File: config.mk
export PLATFORM = sky130hd
export DESIGN_NAME = uart_rx_ctrl
export DESIGN_NICKNAME = d
export VERILOG_FILES = /design/src/rtl/uart_rx_pkg.sv /design/src/rtl/rx_edge_bit_cnt.sv /design/src/rtl/uart_rx_ctrl.sv
export SDC_FILE = /design/constraint.sdc
export NUM_CORES = 1
export LEC_CHECK = 0
export ABC_AREA = 0
export ABC_CLOCK_PERIOD_IN_PS = 2350
export CORE_ASPECT_RATIO = 0.75
export CORE_UTILIZATION = 50
export DETAILED_ROUTE_END_ITERATION = 10
export PLACE_DENSITY = 0.73
export SETUP_SLACK_MARGIN = 0.5
export SKIP_CTS_REPAIR_TIMING = 1
export SYNTH_ARGS = -nofsm -noshare
export SYNTH_HDL_FRONTEND = slang
export SYNTH_SLANG_ARGS = --single-unit
File: constraint.sdc
create_clock -name fast_clk -period 2.35 [get_ports fast_clk]
set_input_delay 0.47 -clock fast_clk [delete_from_list [all_inputs] [get_ports fast_clk]]
set_output_delay 0.47 -clock fast_clk [all_outputs]
set_load 0.01 [all_outputs]
File: src/rtl/uart_rx_pkg.sv
// Shared types and defaults for the UART receive sequencer.
package uart_rx_pkg;

    // Default frame geometry: data bits per frame and edge-counter width.
    localparam int DATA_W_DEF = 8;
    localparam int CNT_W_DEF  = 6;

    // Oversampling ratio used at reset and whenever Prescale holds an
    // unsupported value.
    localparam int PRESCALE_DEFAULT = 8;

    // Receive sequencer states, in frame order.
    typedef enum logic [2:0] {
        IDLE   = 3'd0,
        START  = 3'd1,
        DATA   = 3'd2,
        PARITY = 3'd3,
        STOP   = 3'd4,
        DONE   = 3'd5
    } rx_state_e;

    // Map a requested oversampling ratio onto the supported set {8,16,32}.
    // Anything else falls back to the default so the counter always wraps at
    // a sane point.
    function automatic int legal_prescale(input int req);
        int res;
        res = PRESCALE_DEFAULT;
        if (req == 8 || req == 16 || req == 32) begin
            res = req;
        end
        return res;
    endfunction

endpackage : uart_rx_pkg

File: src/rtl/rx_edge_bit_cnt.sv
// Edge (oversample) counter and bit counter for the UART receiver.
// edge_cnt_o counts 0..prescale_i-1 inside a bit; bit_cnt_o counts
// completed data bits. clear_i has priority over load1_i, which has
// priority over normal counting.
module rx_edge_bit_cnt
    import uart_rx_pkg::*;
#(
    parameter int CNT_W = CNT_W_DEF,
    parameter int BIT_W = 4
) (
    input  logic             clk,
    input  logic             rst,
    input  logic             enable_i,
    input  logic             clear_i,
    input  logic             load1_i,
    input  logic             bit_inc_i,
    input  logic [CNT_W-1:0] prescale_i,
    output logic [CNT_W-1:0] edge_cnt_o,
    output logic [BIT_W-1:0] bit_cnt_o,
    output logic             bit_end_o
);

    logic [CNT_W-1:0] edge_cnt_q, edge_cnt_d;
    logic [BIT_W-1:0] bit_cnt_q, bit_cnt_d;
    logic             bit_end;

    assign bit_end = (edge_cnt_q == (prescale_i - CNT_W'(1)));

    // Next-state for the edge counter: load 1 on start detect (the detect
    // cycle itself is edge 0), otherwise wrap at the end of each bit.
    always_comb begin
        edge_cnt_d = edge_cnt_q;
        if (clear_i) begin
            edge_cnt_d = '0;
        end else if (load1_i) begin
            edge_cnt_d = CNT_W'(1);
        end else if (enable_i) begin
            edge_cnt_d = bit_end ? '0 : (edge_cnt_q + CNT_W'(1));
        end
    end

    // Next-state for the bit counter: restart on every new frame, advance
    // once per received data bit.
    always_comb begin
        bit_cnt_d = bit_cnt_q;
        if (clear_i || load1_i) begin
            bit_cnt_d = '0;
        end else if (bit_inc_i) begin
            bit_cnt_d = bit_cnt_q + BIT_W'(1);
        end
    end

    // Counter registers.
    always_ff @(posedge clk or posedge rst) begin
        if (rst) begin
            edge_cnt_q <= '0;
            bit_cnt_q  <= '0;
        end else begin
            edge_cnt_q <= edge_cnt_d;
            bit_cnt_q  <= bit_cnt_d;
        end
    end

    assign edge_cnt_o = edge_cnt_q;
    assign bit_cnt_o  = bit_cnt_q;
    assign bit_end_o  = bit_end;

endmodule : rx_edge_bit_cnt

File: src/rtl/uart_rx_ctrl.sv
// UART receive sequencer: detects the start bit, drives the oversampling
// position to the external majority-vote sampler, deserialises DATA_W bits
// LSB-first, checks optional parity and the stop bit, and presents the byte
// with one-cycle strobes. Strobes and P_DATA are registered at the end of
// the stop bit so they are visible during the single DONE cycle.
module uart_rx_ctrl
    import uart_rx_pkg::*;
#(
    parameter int DATA_W = DATA_W_DEF,
    parameter int CNT_W  = CNT_W_DEF
) (
    input  logic              fast_clk,
    input  logic              rst,
    input  logic              RX_IN,
    input  logic [CNT_W-1:0]  Prescale,
    input  logic              PAR_EN,
    input  logic              PAR_TYP,
    input  logic              sampled_bit,
    output logic              dat_samp_en,
    output logic [CNT_W-1:0]  edge_cnt,
    output logic [CNT_W-1:0]  samp_prescale,
    output logic [DATA_W-1:0] P_DATA,
    output logic              data_valid,
    output logic              par_err,
    output logic              stp_err,
    output logic              busy
);

    localparam int BIT_W = $clog2(DATA_W) + 1;

    rx_state_e         state_q, state_d;
    logic [CNT_W-1:0]  prescale_q, prescale_d;
    logic [DATA_W-1:0] shift_q, shift_d;
    logic [DATA_W-1:0] pdata_q, pdata_d;
    logic              perr_q, perr_d;
    logic              dv_q, dv_d;
    logic              pe_q, pe_d;
    logic              se_q, se_d;

    logic              cnt_en;
    logic              cnt_clear;
    logic              cnt_load1;
    logic              bit_inc;
    logic [BIT_W-1:0]  bit_cnt;
    logic              bit_end;
    logic              frame_good;

    rx_edge_bit_cnt #(
        .CNT_W (CNT_W),
        .BIT_W (BIT_W)
    ) u_cnt (
        .clk        (fast_clk),
        .rst        (rst),
        .enable_i   (cnt_en),
        .clear_i    (cnt_clear),
        .load1_i    (cnt_load1),
        .bit_inc_i  (bit_inc),
        .prescale_i (prescale_q),
        .edge_cnt_o (edge_cnt),
        .bit_cnt_o  (bit_cnt),
        .bit_end_o  (bit_end)
    );

    // A frame is delivered only if parity (when present) matched and the
    // stop bit sampled high.
    assign frame_good = !perr_q && sampled_bit;

    // Next-state, counter control, shift/parity datapath and strobe logic.
    always_comb begin
        state_d    = state_q;
        prescale_d = prescale_q;
        shift_d    = shift_q;
        pdata_d    = pdata_q;
        perr_d     = perr_q;
        dv_d       = 1'b0;
        pe_d       = 1'b0;
        se_d       = 1'b0;
        cnt_en     = 1'b0;
        cnt_clear  = 1'b0;
        cnt_load1  = 1'b0;
        bit_inc    = 1'b0;

        case (state_q)
            IDLE: begin
                // Ratio is only taken between frames; a change while a frame
                // is in flight has no effect until the line returns to idle.
                prescale_d = CNT_W'(legal_prescale(int'(Prescale)));
                if (!RX_IN) begin
                    state_d   = START;
                    cnt_load1 = 1'b1;
                end else begin
                    cnt_clear = 1'b1;
                end
            end

            START: begin
                cnt_en = 1'b1;
                if (bit_end) begin
                    // Line back high at mid-bit: noise, not a start bit.
                    state_d = sampled_bit ? IDLE : DATA;
                end
            end

            DATA: begin
                cnt_en = 1'b1;
                if (bit_end) begin
                    shift_d = {sampled_bit, shift_q[DATA_W-1:1]};
                    bit_inc = 1'b1;
                    if (bit_cnt == BIT_W'(DATA_W - 1)) begin
                        state_d = PAR_EN ? PARITY : STOP;
                    end
                end
            end

            PARITY: begin
                cnt_en = 1'b1;
                if (bit_end) begin
                    perr_d  = sampled_bit != (^shift_q ^ PAR_TYP);
                    state_d = STOP;
                end
            end

            STOP: begin
                cnt_en = 1'b1;
                if (bit_end) begin
                    dv_d    = frame_good;
                    pe_d    = perr_q;
                    se_d    = !sampled_bit;
                    if (frame_good) begin
                        pdata_d = shift_q;
                    end
                    state_d = DONE;
                end
            end

            DONE: begin
                perr_d = 1'b0;
                // A low line here is the next start bit arriving with no
                // idle gap; this cycle is its edge 0.
                if (!RX_IN) begin
                    state_d   = START;
                    cnt_load1 = 1'b1;
                end else begin
                    state_d   = IDLE;
                    cnt_clear = 1'b1;
                end
            end

            default: begin
                state_d   = IDLE;
                cnt_clear = 1'b1;
            end
        endcase
    end

    // State, datapath and strobe registers.
    always_ff @(posedge fast_clk or posedge rst) begin
        if (rst) begin
            state_q    <= IDLE;
            prescale_q <= CNT_W'(PRESCALE_DEFAULT);
            shift_q    <= '0;
            pdata_q    <= '0;
            perr_q     <= 1'b0;
            dv_q       <= 1'b0;
            pe_q       <= 1'b0;
            se_q       <= 1'b0;
        end else begin
            state_q    <= state_d;
            prescale_q <= prescale_d;
            shift_q    <= shift_d;
            pdata_q    <= pdata_d;
            perr_q     <= perr_d;
            dv_q       <= dv_d;
            pe_q       <= pe_d;
            se_q       <= se_d;
        end
    end

    assign dat_samp_en   = (state_q == START) || (state_q == DATA) ||
                           (state_q == PARITY) || (state_q == STOP);
    assign busy          = (state_q != IDLE);
    assign samp_prescale = prescale_q;
    assign P_DATA        = pdata_q;
    assign data_valid    = dv_q;
    assign par_err       = pe_q;
    assign stp_err       = se_q;

endmodule : uart_rx_ctrl

Word-level counts from Yosys, hierarchy flattened
Index checks and enable logic that the tools add are counted.

storage, ports and cells
  register bits after elaboration = 39
  RAM bits = 0
  memories = 0
  input port bits = 12
  logic and storage cells = 84
  bits in latches = 0
  ROM bits = 0

cells by class
  multiplexer cells = 32
  $mul = 0
  shifts and indexed selects = 0
  $lt $le $gt $ge = 0
  add/subtract/negate cells = 3
  div/mod/pow operators = 0
  bitwise logic cells = 1
  reduce and logical (&&, ||, !) cells = 21
  eq/ne operators = 17

operators by type and width
  cell                   number
  $mux W6                5
  $mux W3                7
  $pmux W3 S6            1
  $mux W1                14
  $eq A6 B6 Y1 const B   2
  $mux W4                2
  $ne A2 B1 Y1 const B   4
  $reduce_xor A8 Y1      1
  $add A6 B1 Y6 const B  1
  $eq A3 B2 Y1 const B   2
  $eq A3 B3 Y1 const B   2
  $eq A6 B5 Y1 const B   1
  $eq A6 B6 Y1           1
  $logic_or A1 B1 Y1     6
  $reduce_and A6 Y1      1
  $reduce_bool A3 Y1     2
  $sub A6 B1 Y6 const B  1
  $add A4 B1 Y4 const B  1
  $eq A4 B3 Y1 const B   1
  $ne A2 B2 Y1 const B   2
  $pmux W1 S2            2
  $reduce_and A2 Y1      2
  $reduce_bool A2 Y1     2
  $reduce_or A4 Y1       1
  other kinds (9)        10

Logic depth before layout (Yosys ltp)
  depth after elaboration = 6
  gate-level depth with buffers = 9
  mapped depth without buffers = 8

Hierarchy
Synthesis repeated with hierarchy kept, for this count alone.

second synthesis, totals
  cell total of the unflattened synthesis = 187
  area total of the unflattened synthesis = 2,059.5 µm²

by module, submodules not included
  module           area an instance (µm²)  seq. area each (µm²)  cells each  instances
  uart_rx_ctrl     1,330.0                 726.9                 107         1
  rx_edge_bit_cnt  729.4                   250.2                 80          1

Worst setup path before layout
OpenSTA, ideal clock, no wires.

  kind = reg-to-reg
  start point = register prescale_q[0], in the netlist samp_prescale[0]
  end point = register state_q[0]
  path slack = 0.137 ns
  data arrival time = 2.088 ns
  stages on the path, launching flop included = 10
  cell sequence = dfrtp_1 inv_1 ha_1 xor2_1 nand2_1 nor4_1 and2_4 buf_6 o21ai_1 mux2_4

on the way
  cells in the longest elaborated chain, start to end = 4

ends and longest elaborated chain
  what                                    RTL line               RTL
  from (decl)                             uart_rx_ctrl.sv:32     logic [CNT_W-1:0] prescale_q, prescale_d;
  from (signal assigned)                  uart_rx_ctrl.sv:160    prescale_q <= CNT_W'(PRESCALE_DEFAULT);
  from (signal assigned)                  uart_rx_ctrl.sv:169    prescale_q <= prescale_d;
  $sub A6 B1 Y6 (*)                       rx_edge_bit_cnt.sv:27  assign bit_end = (edge_cnt_q == (prescale_i - CNT_W'(1)));
  $eq A6 B6 Y1 (*)                        rx_edge_bit_cnt.sv:27
  $ne A2 B1 Y1 (no source line)           --
  $reduce_and A6 Y1 (no source line) (*)  --
  to (signal assigned)                    uart_rx_ctrl.sv:168    state_q <= state_d;
  to (decl)                               uart_rx_ctrl.sv:31     rx_state_e state_q, state_d;

Mark *: on every way between the ends. The rest lies on a longest branch, timed or not.
A chain may end at the register's enable or synchronous reset.

Worst setup path in the final report
  start point = register prescale_q[2], in the netlist samp_prescale[2]
  end point = register state_q[0]

The elaborated chain is that of the path after synthesis.

==> summary.md <==
| Metric | Value |
|---|---|
| Most area-consuming cells after synthesis | `dfrtp_1 49%, mux2_2 9.3%, xnor2_1 5.4%` |
| Number of diodes | `0` |
| Tot GR Track Use | `22.6%` |
| RSZ-0062 raised after global routing | `true` |
| Largest net degree at the start of global routing | `40` |
| Syn_area_per_cell | `10.9 um^2` |
| RD Place Congestion | `0.807` |
| CTS Buf Count | `5` |
| Power Density | `about 470 nW/um^2` |
| Crit path launch type | `flip-flop` |
| Setup violators final | `0` |
| Clk buf depth | `2` |
| Clock Sinks | `39` |
| Initial antenna violation count | `0` |
| Netlist cell types | `40` |
| Worst setup EP type | `flip-flop` |
| CTS tree | `yes` |
| WS Path Type | `reg2reg` |
| Worst path required time | `~2.5 ns` |
| Hold Path Class | `reg2reg` |
| Slew @ Worst Pin | `0.497 ns` |
| I/O pin total | `37` |
| Post-synth top area share | `a little under 50%` |
| Most frequent cells in the layout | `35 x dfrtp_1, 32 x clkdlybuf4s50_1, 17 x buf_4` |
| IR drop worst, VDD | `about 0.45 mV` |
| CP max stage delay | `~0.41 ns` |
| Max cap viols | `0` |
| FMAX | `443 MHz` |
| Die height | `55.9 um` |
| Grt total ovfl | `0` |
| H-tree Lvls | `2` |
| Final Hold Vio Count | `0` |
| Vias in the first global route | `1510` |
| Final WL | `4380 um` |
| Syn nets | `around 190` |
| Worst Path Arrival | `2.44 ns` |
| Slew margin rel. | `66.9%` |
| Share of cells above drive strength 1 | `30.1%` |
| DR vias/cell | `5.34` |
| Sum Neg Setup Slack | `0 ns` |
| Crit-path cells | `or3_4 > or3_4 > a32oi_4 > and2_4 > buf_6 > o21ai_2 > mux2_4` |
| Buffers added on ports | `36` |
| # DRC | `0` |
| Core Region | `3680 um^2` |
| Clock root buffer master | `clkbuf_8` |
| Area grow syn2layout | `40.9%` |
| Die span in x | `73.8 um` |
| ANT nets after route | `0` |
| Register area share after synthesis | `50.5%` |
| Status | `completed` |
| First-pass GRT wire length | `about 7000 um` |
| Routed vias | `1537` |
| DP HPWL | `2870 um` |
| Syn Std Cell Area | `1940 um^2` |
| Syn. warnings | `0` |
| Clock skew | `0.00981 ns` |
| Later-pin clock latency in the skew report | `roughly 0.29 ns` |
| Worst-path clk slew | `0.08 ns` |
| Final Max Tran Viols | `0` |
| DIE AREA | `between 4000 and 5000 um^2` |
| Register bit total from synthesis | `39` |
| Most common cell on crit path | `or3_4` |
| Critical Path Slowest Stage Cell | `or3_4` |
| Pre-antenna DRT Iters | `4` |
| Drt wl/cell | `15.2 um` |
| Starting Density | `52.5%` |
| Crit path max fanout | `7` |
| Initial DRC Count | `92` |
| FP Rows | `19` |
| Post-layout minimum cycle time | `~2.3 ns` |
| Final Core Density | `between 70% and 80%` |
| Period utilization | `96.0%` |
| Pleak | `1.25 nW` |
| Post-synth top area cell | `dfrtp_1` |
| Hold Slack | `0.506 ns` |
| Commonest non-fill, non-tap cell in the layout | `dfrtp_1` |
| Fin nets | `250` |
| Synth Instances | `around 180` |
[critical path, delay by kind of cell, from the launching register on]
kind                   cells  cell delay [ns]
AND/OR/NAND/NOR            3             1.05
flip-flops                 1             0.40
multiplexers               1             0.29
AO/OA/AOI/OAI              2             0.28
buffers and inverters      1             0.11
[flip-flops by register name, summed over array words and instances (netlist names)]
signal / flops
perr_q: 1
u_cnt.bit_cnt_o: 4
data_valid: 1
samp_prescale: 6
state_q: 3
stp_err: 1
par_err: 1
u_cnt.edge_cnt_o: 6
shift_q: 8
P_DATA: 8
[cells in the mapped netlist]
cell / n
a21oi_1: 4
a22o_1: 2
a22oi_1: 1
a31oi_1: 3
a32oi_1: 1
a32oi_2: 1
and2_4: 1
and4_1: 1
and4b_1: 1
buf_2: 2
buf_6: 1
clkbuf_1: 2
dfrtp_1: 38
dfstp_2: 1
ha_1: 3
inv_1: 10
mux2_2: 16
mux2_4: 1
nand2_1: 11
nand2_2: 1
nand2b_1: 5
nand3_1: 5
nand4_1: 1
nor2_1: 15
nor2b_1: 2
nor3_1: 3
nor3b_1: 1
nor4_1: 3
o21a_1: 2
o21ai_0: 8
o21ai_1: 1
o21bai_1: 2
o31a_1: 1
o41ai_1: 1
o41ai_2: 1
or2_2: 1
or3_1: 2
or3_4: 1
xnor2_1: 12
xor2_1: 9
[routing by layer]
layer  up-vias  track usage (%)  routed length [um]  share of wire [%]
li1        733                -                   -                  -
met1       746             33.1                2030                 46
met2        49             32.4                2060                 47
met3         9             5.62                 206                4.7
met4         0             8.52                  79                1.8
met5         -                0                   0                  0
[power by group]
| group | switching (mW) | leakage, nW | internal, mW | total [mW] |
|---|---|---|---|---|
| combinational | 0.0252 | 0.689 | 0.0257 | 0.0509 |
| clock | 0.242 | 0.0581 | 0.316 | 0.558 |
| sequential | 0.00111 | 0.498 | 0.671 | 0.672 |
[metrics by stage]
stage,std cells,power (mW),setup slack [ns],instance area (um^2)
final,288,1.28,0.0933,2730
after CTS,275,1.29,0.0515,2510
after global routing,288,1.32,0.0215,2730
after floorplan,177,0.709,0.198,1960
after global placement,267,0.735,0.135,2400
after detailed placement,267,0.737,0.0761,2400
[cell type report]
type / instances / area [um^2]
fillers: 251 / 957
inverters: 10 / 40.0
multi-input cells: 123 / 998
clock buffers: 5 / 68.8
flip-flops and latches: 39 / 981
well taps: 52 / 65.1
repair buffers: 56 / 531
clock inverters: 3 / 43.8
[kinds of logic after synthesis]
| logic type | after synthesis | synth area share [%] |
|---|---|---|
| AOI/OAI and AO/OA | 28 | 10.2 |
| xor gates and xnor gates | 21 | 9.50 |
| adders and majority gates | 3 | 1.94 |
| buffers and inverters | 15 | 3.43 |
| DFF | 39 | 50.5 |
| muxes | 17 | 10.1 |
| and+or+nand+nor | 54 | 14.4 |
[final timing paths]
| path | cells past startpoint | start | slack (ns) | to |
|---|---|---|---|---|
| worst min-delay path | 1 | P_DATA[3]$_DFFE_PP0P_ | 0.51 | P_DATA[3]$_DFFE_PP0P_ |
| worst max-delay path | 7 | samp_prescale[2]$_DFFE_PP0N_ | 0.09 | state_q[0]$_DFFE_PP0P_ |
| min in group asynchronous | 3 | rst | 0.62 | shift_q[5]$_DFFE_PP0P_ |
| worst max register to register | 7 | samp_prescale[2]$_DFFE_PP0N_ | 0.09 | state_q[0]$_DFFE_PP0P_ |
| worst min register to register | 1 | P_DATA[3]$_DFFE_PP0P_ | 0.51 | P_DATA[3]$_DFFE_PP0P_ |
| max in group asynchronous | 3 | rst | 1.36 | state_q[0]$_DFFE_PP0P_ |
No activity file was read; power rests on OpenSTA's default activity.
